[src/rtl/ctrl_encode_def.sv]
// Shared encodings for the MIPS control path: ALU opcodes, op/funct fields,
// datapath mux selects, FSM states and the instruction classifier.
package ctrl_encode_def;

  localparam logic [3:0] ALU_NOP  = 4'd0;
  localparam logic [3:0] ALU_ADD  = 4'd1;
  localparam logic [3:0] ALU_SUB  = 4'd2;
  localparam logic [3:0] ALU_AND  = 4'd3;
  localparam logic [3:0] ALU_OR   = 4'd4;
  localparam logic [3:0] ALU_SLT  = 4'd5;
  localparam logic [3:0] ALU_SLTU = 4'd6;
  localparam logic [3:0] ALU_SLL  = 4'd7;
  localparam logic [3:0] ALU_NOR  = 4'd8;
  localparam logic [3:0] ALU_SRL  = 4'd9;

  localparam logic [5:0] OP_RTYPE = 6'b000000;
  localparam logic [5:0] OP_J     = 6'b000010;
  localparam logic [5:0] OP_JAL   = 6'b000011;
  localparam logic [5:0] OP_BEQ   = 6'b000100;
  localparam logic [5:0] OP_BNE   = 6'b000101;
  localparam logic [5:0] OP_ADDI  = 6'b001000;
  localparam logic [5:0] OP_SLTI  = 6'b001010;
  localparam logic [5:0] OP_ANDI  = 6'b001100;
  localparam logic [5:0] OP_ORI   = 6'b001101;
  localparam logic [5:0] OP_LW    = 6'b100011;
  localparam logic [5:0] OP_SW    = 6'b101011;

  localparam logic [5:0] FUNCT_ADD  = 6'b100000;
  localparam logic [5:0] FUNCT_ADDU = 6'b100001;
  localparam logic [5:0] FUNCT_SUB  = 6'b100010;
  localparam logic [5:0] FUNCT_SUBU = 6'b100011;
  localparam logic [5:0] FUNCT_AND  = 6'b100100;
  localparam logic [5:0] FUNCT_OR   = 6'b100101;
  localparam logic [5:0] FUNCT_NOR  = 6'b100111;
  localparam logic [5:0] FUNCT_SLT  = 6'b101010;
  localparam logic [5:0] FUNCT_SLTU = 6'b101011;
  localparam logic [5:0] FUNCT_SLL  = 6'b000000;
  localparam logic [5:0] FUNCT_SRL  = 6'b000010;
  localparam logic [5:0] FUNCT_JR   = 6'b001000;

  localparam logic [1:0] ASEL_PC     = 2'b00;
  localparam logic [1:0] ASEL_RS     = 2'b01;
  localparam logic [1:0] ASEL_SHAMT  = 2'b10;
  localparam logic [1:0] BSEL_RT     = 2'b00;
  localparam logic [1:0] BSEL_FOUR   = 2'b01;
  localparam logic [1:0] BSEL_IMM    = 2'b10;
  localparam logic [1:0] BSEL_BRANCH = 2'b11;
  localparam logic [1:0] NPC_ALU     = 2'b00;
  localparam logic [1:0] NPC_ALUOUT  = 2'b01;
  localparam logic [1:0] NPC_JUMP    = 2'b10;
  localparam logic [1:0] NPC_RS      = 2'b11;
  localparam logic [1:0] GPR_RD      = 2'b00;
  localparam logic [1:0] GPR_RT      = 2'b01;
  localparam logic [1:0] GPR_RA      = 2'b10;
  localparam logic [1:0] WD_ALUOUT   = 2'b00;
  localparam logic [1:0] WD_MDR      = 2'b01;
  localparam logic [1:0] WD_PC       = 2'b10;

  typedef enum logic [2:0] {
    ST_FETCH  = 3'd0,
    ST_DECODE = 3'd1,
    ST_EXE    = 3'd2,
    ST_MEM    = 3'd3,
    ST_WB     = 3'd4,
    ST_HALT   = 3'd5
  } state_e;

  typedef enum logic [3:0] {
    CLS_RALU,
    CLS_RSHIFT,
    CLS_JR,
    CLS_IALU,
    CLS_LW,
    CLS_SW,
    CLS_BEQ,
    CLS_BNE,
    CLS_J,
    CLS_JAL,
    CLS_ILLEGAL
  } instClass_e;

  typedef struct packed {
    logic       pcWrite;
    logic       irWrite;
    logic       regWrite;
    logic       memWrite;
    logic       iord;
    logic [1:0] aluSrcA;
    logic [1:0] aluSrcB;
    logic       extOp;
    logic [3:0] aluOp;
    logic [1:0] npcSel;
    logic [1:0] gprSel;
    logic [1:0] wdSel;
    logic       retire;
    logic       illegal;
  } ctrl_t;

  // Anything not listed here is unsupported and must surface as illegal in DECODE.
  function automatic instClass_e classify(input logic [5:0] op, input logic [5:0] funct);
    instClass_e cls;
    cls = CLS_ILLEGAL;
    case (op)
      OP_RTYPE: begin
        case (funct)
          FUNCT_ADD, FUNCT_ADDU, FUNCT_SUB, FUNCT_SUBU, FUNCT_AND,
          FUNCT_OR, FUNCT_NOR, FUNCT_SLT, FUNCT_SLTU: cls = CLS_RALU;
          FUNCT_SLL, FUNCT_SRL:                       cls = CLS_RSHIFT;
          FUNCT_JR:                                   cls = CLS_JR;
          default:                                    cls = CLS_ILLEGAL;
        endcase
      end
      OP_J:                                 cls = CLS_J;
      OP_JAL:                               cls = CLS_JAL;
      OP_BEQ:                               cls = CLS_BEQ;
      OP_BNE:                               cls = CLS_BNE;
      OP_ADDI, OP_SLTI, OP_ANDI, OP_ORI:    cls = CLS_IALU;
      OP_LW:                                cls = CLS_LW;
      OP_SW:                                cls = CLS_SW;
      default:                              cls = CLS_ILLEGAL;
    endcase
    return cls;
  endfunction

endpackage

[src/rtl/alu_dec.sv]
// Combinational op/funct decoder producing the ALU opcode and immediate
// extension mode; shared with the single-cycle CPU.
module alu_dec
  import ctrl_encode_def::*;
(
  input  logic [5:0] op_i,
  input  logic [5:0] funct_i,
  output logic [3:0] alu_op_o,
  output logic       ext_op_o
);

  // Logical immediates zero-extend; everything else sign-extends.
  always_comb begin
    alu_op_o = ALU_NOP;
    ext_op_o = 1'b0;
    case (op_i)
      OP_RTYPE: begin
        case (funct_i)
          FUNCT_ADD, FUNCT_ADDU: alu_op_o = ALU_ADD;
          FUNCT_SUB, FUNCT_SUBU: alu_op_o = ALU_SUB;
          FUNCT_AND:             alu_op_o = ALU_AND;
          FUNCT_OR:              alu_op_o = ALU_OR;
          FUNCT_NOR:             alu_op_o = ALU_NOR;
          FUNCT_SLT:             alu_op_o = ALU_SLT;
          FUNCT_SLTU:            alu_op_o = ALU_SLTU;
          FUNCT_SLL:             alu_op_o = ALU_SLL;
          FUNCT_SRL:             alu_op_o = ALU_SRL;
          default:               alu_op_o = ALU_NOP;
        endcase
      end
      OP_ADDI:        alu_op_o = ALU_ADD;
      OP_SLTI:        alu_op_o = ALU_SLT;
      OP_ANDI: begin
        alu_op_o = ALU_AND;
        ext_op_o = 1'b1;
      end
      OP_ORI: begin
        alu_op_o = ALU_OR;
        ext_op_o = 1'b1;
      end
      OP_LW, OP_SW:   alu_op_o = ALU_ADD;
      OP_BEQ, OP_BNE: alu_op_o = ALU_SUB;
      default:        alu_op_o = ALU_NOP;
    endcase
  end

endmodule

[src/rtl/mc_ctrl.sv]
// Multi-cycle MIPS control FSM: sequences FETCH/DECODE/EXE/MEM/WB and drives
// the shared ALU, operand muxes and every architectural write enable.
module mc_ctrl
  import ctrl_encode_def::*;
#(
  parameter bit ILLEGAL_TRAP = 1'b1
) (
  input  logic       clk,
  input  logic       rstn,
  input  logic [5:0] op,
  input  logic [5:0] funct,
  input  logic       zero,
  output logic       pc_write,
  output logic       ir_write,
  output logic       reg_write,
  output logic       mem_write,
  output logic       iord,
  output logic [1:0] alu_src_a,
  output logic [1:0] alu_src_b,
  output logic       ext_op,
  output logic [3:0] alu_op,
  output logic [1:0] npc_sel,
  output logic [1:0] gpr_sel,
  output logic [1:0] wd_sel,
  output logic       retire,
  output logic       illegal,
  output logic [2:0] state
);

  state_e     state_q, state_d;
  instClass_e cls;
  logic [3:0] decAluOp;
  logic       decExtOp;
  ctrl_t      ctrl, outCtrl;

  assign cls = classify(op, funct);

  alu_dec uAluDec (
    .op_i     (op),
    .funct_i  (funct),
    .alu_op_o (decAluOp),
    .ext_op_o (decExtOp)
  );

  always_ff @(posedge clk or negedge rstn) begin
    if (!rstn) state_q <= ST_FETCH;
    else       state_q <= state_d;
  end

  always_comb begin
    ctrl    = '0;
    state_d = ST_FETCH;
    case (state_q)
      ST_FETCH: begin
        ctrl.irWrite = 1'b1;
        ctrl.pcWrite = 1'b1;
        ctrl.aluSrcA = ASEL_PC;
        ctrl.aluSrcB = BSEL_FOUR;
        ctrl.aluOp   = ALU_ADD;
        ctrl.npcSel  = NPC_ALU;
        state_d      = ST_DECODE;
      end
      ST_DECODE: begin
        // Branch target is computed here unconditionally so EXE can load it from ALUOut.
        ctrl.aluSrcA = ASEL_PC;
        ctrl.aluSrcB = BSEL_BRANCH;
        ctrl.aluOp   = ALU_ADD;
        state_d      = ST_EXE;
        case (cls)
          CLS_J, CLS_JAL: begin
            ctrl.pcWrite = 1'b1;
            ctrl.npcSel  = NPC_JUMP;
            ctrl.retire  = 1'b1;
            state_d      = ST_FETCH;
            if (cls == CLS_JAL) begin
              ctrl.regWrite = 1'b1;
              ctrl.gprSel   = GPR_RA;
              ctrl.wdSel    = WD_PC;
            end
          end
          CLS_JR: begin
            ctrl.pcWrite = 1'b1;
            ctrl.npcSel  = NPC_RS;
            ctrl.retire  = 1'b1;
            state_d      = ST_FETCH;
          end
          CLS_ILLEGAL: begin
            ctrl.illegal = 1'b1;
            if (ILLEGAL_TRAP) begin
              state_d = ST_HALT;
            end else begin
              ctrl.retire = 1'b1;
              state_d     = ST_FETCH;
            end
          end
          default: state_d = ST_EXE;
        endcase
      end
      ST_EXE: begin
        ctrl.aluSrcA = ASEL_RS;
        ctrl.aluOp   = decAluOp;
        ctrl.extOp   = decExtOp;
        case (cls)
          CLS_RALU: begin
            ctrl.aluSrcB = BSEL_RT;
            state_d      = ST_WB;
          end
          CLS_RSHIFT: begin
            ctrl.aluSrcA = ASEL_SHAMT;
            ctrl.aluSrcB = BSEL_RT;
            state_d      = ST_WB;
          end
          CLS_IALU: begin
            ctrl.aluSrcB = BSEL_IMM;
            state_d      = ST_WB;
          end
          CLS_LW, CLS_SW: begin
            ctrl.aluSrcB = BSEL_IMM;
            state_d      = ST_MEM;
          end
          CLS_BEQ, CLS_BNE: begin
            // Mealy: the branch decision follows the Zero flag in this same cycle.
            ctrl.aluSrcB = BSEL_RT;
            ctrl.npcSel  = NPC_ALUOUT;
            ctrl.pcWrite = (cls == CLS_BEQ) ? zero : ~zero;
            ctrl.retire  = 1'b1;
            state_d      = ST_FETCH;
          end
          default: state_d = ST_FETCH;
        endcase
      end
      ST_MEM: begin
        ctrl.iord = 1'b1;
        if (cls == CLS_SW) begin
          ctrl.memWrite = 1'b1;
          ctrl.retire   = 1'b1;
          state_d       = ST_FETCH;
        end else if (cls == CLS_LW) begin
          state_d = ST_WB;
        end else begin
          state_d = ST_FETCH;
        end
      end
      ST_WB: begin
        ctrl.regWrite = 1'b1;
        ctrl.retire   = 1'b1;
        ctrl.gprSel   = (cls == CLS_RALU || cls == CLS_RSHIFT) ? GPR_RD : GPR_RT;
        ctrl.wdSel    = (cls == CLS_LW) ? WD_MDR : WD_ALUOUT;
        state_d       = ST_FETCH;
      end
      ST_HALT: state_d = ST_HALT;
      default: state_d = ST_FETCH;
    endcase
  end

  // The reset state is FETCH, so outputs are masked to keep every enable low while rstn is held.
  assign outCtrl   = rstn ? ctrl : '0;

  assign pc_write  = outCtrl.pcWrite;
  assign ir_write  = outCtrl.irWrite;
  assign reg_write = outCtrl.regWrite;
  assign mem_write = outCtrl.memWrite;
  assign iord      = outCtrl.iord;
  assign alu_src_a = outCtrl.aluSrcA;
  assign alu_src_b = outCtrl.aluSrcB;
  assign ext_op    = outCtrl.extOp;
  assign alu_op    = outCtrl.aluOp;
  assign npc_sel   = outCtrl.npcSel;
  assign gpr_sel   = outCtrl.gprSel;
  assign wd_sel    = outCtrl.wdSel;
  assign retire    = outCtrl.retire;
  assign illegal   = outCtrl.illegal;
  assign state     = state_q;

endmodule

[config.mk]
export PLATFORM = sky130hd
export DESIGN_NAME = mc_ctrl
export DESIGN_NICKNAME = d
export VERILOG_FILES = /design/src/rtl/ctrl_encode_def.sv /design/src/rtl/alu_dec.sv /design/src/rtl/mc_ctrl.sv
export SDC_FILE = /design/constraint.sdc
export NUM_CORES = 1
export LEC_CHECK = 0
export CORE_ASPECT_RATIO = 0.75
export CORE_MARGIN = 3
export CORE_UTILIZATION = 30
export CTS_CLUSTER_DIAMETER = 60
export CTS_CLUSTER_SIZE = 30
export DETAILED_ROUTE_END_ITERATION = 6
export DONT_BUFFER_PORTS = 1
export GPL_TIMING_DRIVEN = 0
export PLACE_DENSITY = 0.42
export REMOVE_ABC_BUFFERS = 1
export SYNTH_ARGS = -nofsm -noshare
export SYNTH_HDL_FRONTEND = slang
export SYNTH_SLANG_ARGS = --single-unit
[constraint.sdc]
create_clock -name clk -period 2.4 [get_ports clk]
set_input_delay 0.36 -clock clk [delete_from_list [all_inputs] [get_ports clk]]
set_output_delay 0.36 -clock clk [all_outputs]
set_load 0.01 [all_outputs]
==> flow_summary_export.csv <==
group,metric,value,unit
run_status,outcome,"completed",
final_layout,multi_input_area,826,um2
worst_setup_path,r2r-start,"state[2]$_DFF_PN0_",
grt,track_usage,16.0,%
synth,ys_warn_count,0,
worst_setup_path,critPathLaunchType,"flip-flop",
sta,rsz0062_at_grt,"false",
route,vias,1086,
synth,synth-main-ff-cell,"dfrtp_1",
sta,max_freq,0.441,GHz
worst_hold_path,min_to,"state[0]$_DFF_PN0_",
grt,antenna_found_initial,0,
sta,slew_headroom,65.9,%
synth,syn_inst,153,
final_layout,design_area,1040,um2
clock_network,clockBufferDepth,2,
route,wl,3.15,mm
power_and_ir_drop,leakagePower,0.377,nW
grt,grt_pass1_wl,5.35,mm
sta,fin_worst_skew,1.78,ps
final_layout,final_util,33.7,%
clock_network,path_clk_slew,30,ps
synth,syn_area,1010,um2
sta,fin_crit_sh,94.5,%
grt,grt_max_degree,13,
placed_design,port-buffer-count,0,
route,dr.first_iter.drc_count,119,
worst_setup_path,crit_chain,"nor2b_2, nand2_1, a211o_2, a211o_1, a21oi_2",
worst_setup_path,cp_top_family,"compound AO/OA/AOI/OAI gates",
final_layout,fin_nets,163,
power_and_ir_drop,power_density,465,nW/um2
final_layout,ff_latch_area,76.3,um2
final_layout,n_fill_cell,324,
sta,setup-tns-final,0,ps
sta,drv_slew,0,
placed_design,gp_congestion,0.867,
die,die_h,56.2,um
route,first_pass_iters,4,
die,die_area,4100,um2
grt,first_global_vias,1079,
placed_design,hpwl,2.56,mm
die,initial_core_util,32.7,%
final_layout,layout_common_cells,"nor2_1, nand2_1, a21oi_1",
synth,synth_edf_count,0,
worst_setup_path,critPathMaxStageDelay,480,ps
route,drc,0,
route,vias_per_cell,5.87,
synth,ys_types,55,
synth,ys_seq_area_share,7.44,%
clock_network,postCtsSetupBuffers,0,
clock_network,cts.sinks,3,
clock_network,cts_root_buf,"clkbuf_8",
route,wire_per_inst,17.0,um
power_and_ir_drop,peakVddDrop,206,uV
worst_hold_path,holdCritStartpoint,"op[4]",
worst_setup_path,ff2ff_path_depth,5,
die,ioPinCount,40,
placed_design,place_area,980,um2
die,core.rowCount,17,
worst_setup_path,crit_required,2040,ps
route,ant_nets,0,
final_layout,final_common_cell,"nor2_1",
power_and_ir_drop,p_total,0.000483,W
sta,whs,353,ps
clock_network,cts_buffers,3,
synth,ys_async_sr_fraction,100,%
final_layout,drive_gt1_share,15.0,%
worst_hold_path,hold_depth,3,
worst_setup_path,critPathArrivalTime,1910,ps
clock_network,cts_tree,"built",
grt,grt_overflow_total,0,
worst_setup_path,regToRegSetupSlack,1040,ps
worst_setup_path,r2r-end,"state[2]$_DFF_PN0_",
final_layout,synthToLayoutAreaGrowth,2.98,%
sta,setup_viol,0,
worst_setup_path,path_max_fanout,10,
worst_hold_path,hold_class,"primary input to flip-flop",
clock_network,h-tree-depth,1,
worst_setup_path,critical_path_class,"flip-flop to primary output",
sta,fin_crit,2270,ps
synth,syn_area_per_cell,6.59,um2
job,drv_cap,0,
die,fp.dieW,73.0,um
sta,tightestPinTransition,510,ps
worst_setup_path,cp_slowest_cell,"dfrtp_2",
die,core_area,3080,um2
worst_setup_path,crit_buf_inv,0,
clock_network,clk-insertion-delay-late,220,ps
worst_setup_path,end_kind,"primary output",
final_layout,largest_reg_flops,3,
sta,hold_violations,0,
final_layout,antenna-diode-count,0,
synth,ys_ff_latch,3,
[per-layer routing]
metal  vias up  track usage [%]  wire length [um]
met1       504             25.3              1690
met2        40             20.6              1220
met3         0             5.78               243
li1        542                -                 -
met4         0             1.84                 0
met5         -                0                 0
[synthesized netlist by cell type (3+ instances only)]
| library cell | count | share of area, % |
|---|---|---|
| nor3_1 | 7 | 3.5 |
| buf_2 | 4 | 2.0 |
| o211ai_1 | 3 | 2.2 |
| buf_4 | 4 | 3.0 |
| dfrtp_1 | 3 | 7.4 |
| a21o_1 | 4 | 3.0 |
| o21ai_0 | 7 | 3.5 |
| a21oi_1 | 14 | 6.9 |
| inv_1 | 8 | 3.0 |
| nand3_1 | 5 | 2.5 |
| nand2_1 | 16 | 6.0 |
| nor2_1 | 22 | 8.2 |
| nor2b_1 | 6 | 3.7 |
[where the power goes]
group	leakage (nW)	switching [W]	total [W]	internal, W
Sequential	0.0330	0.0000567	0.000123	0.0000667
Combinational	0.321	0.000136	0.000211	0.0000754
Clock	0.0228	0.0000348	0.000148	0.000113
Total	0.377	0.000227	0.000483	0.000256
[cell families after synthesis]
family / count (synthesis) / synth area share (%)
simple gates: 78 / 43.8
compound gates: 49 / 35.1
buf+inv: 20 / 10.9
flops: 3 / 7.44
xor+xnor: 2 / 1.74
mux: 1 / 0.993
[area by class of cell]
class / count / share of cell area, %
multi-input combinational: 130 / 79.5
sequential: 3 / 7.35
tap: 38 / 4.58
clock buffer: 4 / 4.34
inverter: 9 / 3.25
timing repair buffer: 1 / 0.964
[per-stage QoR]
step	setup slack [ps]	cells
floorplan	417	142
global placement	174	180
detailed placement	182	180
CTS	46.8	185
global route	19.4	185
finish	132	185
[how the worst max path moves through the flow]
stage	from	endpoint	slack, ps	cells past startpoint
after floorplan	state[1]$_DFF_PN0_	pc_write	420	5
after CTS	state[1]$_DFF_PN0_	pc_write	50	5
after global placement	state[1]$_DFF_PN0_	pc_write	170	5
final	state[1]$_DFF_PN0_	pc_write	130	5
after global routing	state[1]$_DFF_PN0_	pc_write	20	5
after detailed placement	funct[3]	alu_src_b[1]	180	6
[worst min-delay path: cells and delay by family]
family	cells	cell delay, ps
compound gates	2	100
simple gates	1	70
[timing repair]
action / CTS / global route
hold buffers: 1 / 0
endpoints found under the hold margin: 3 / 0
endpoints found under the setup margin: 3 / 3
gates resized for setup: 1 / 1
Power figures use the tool's default switching activity.
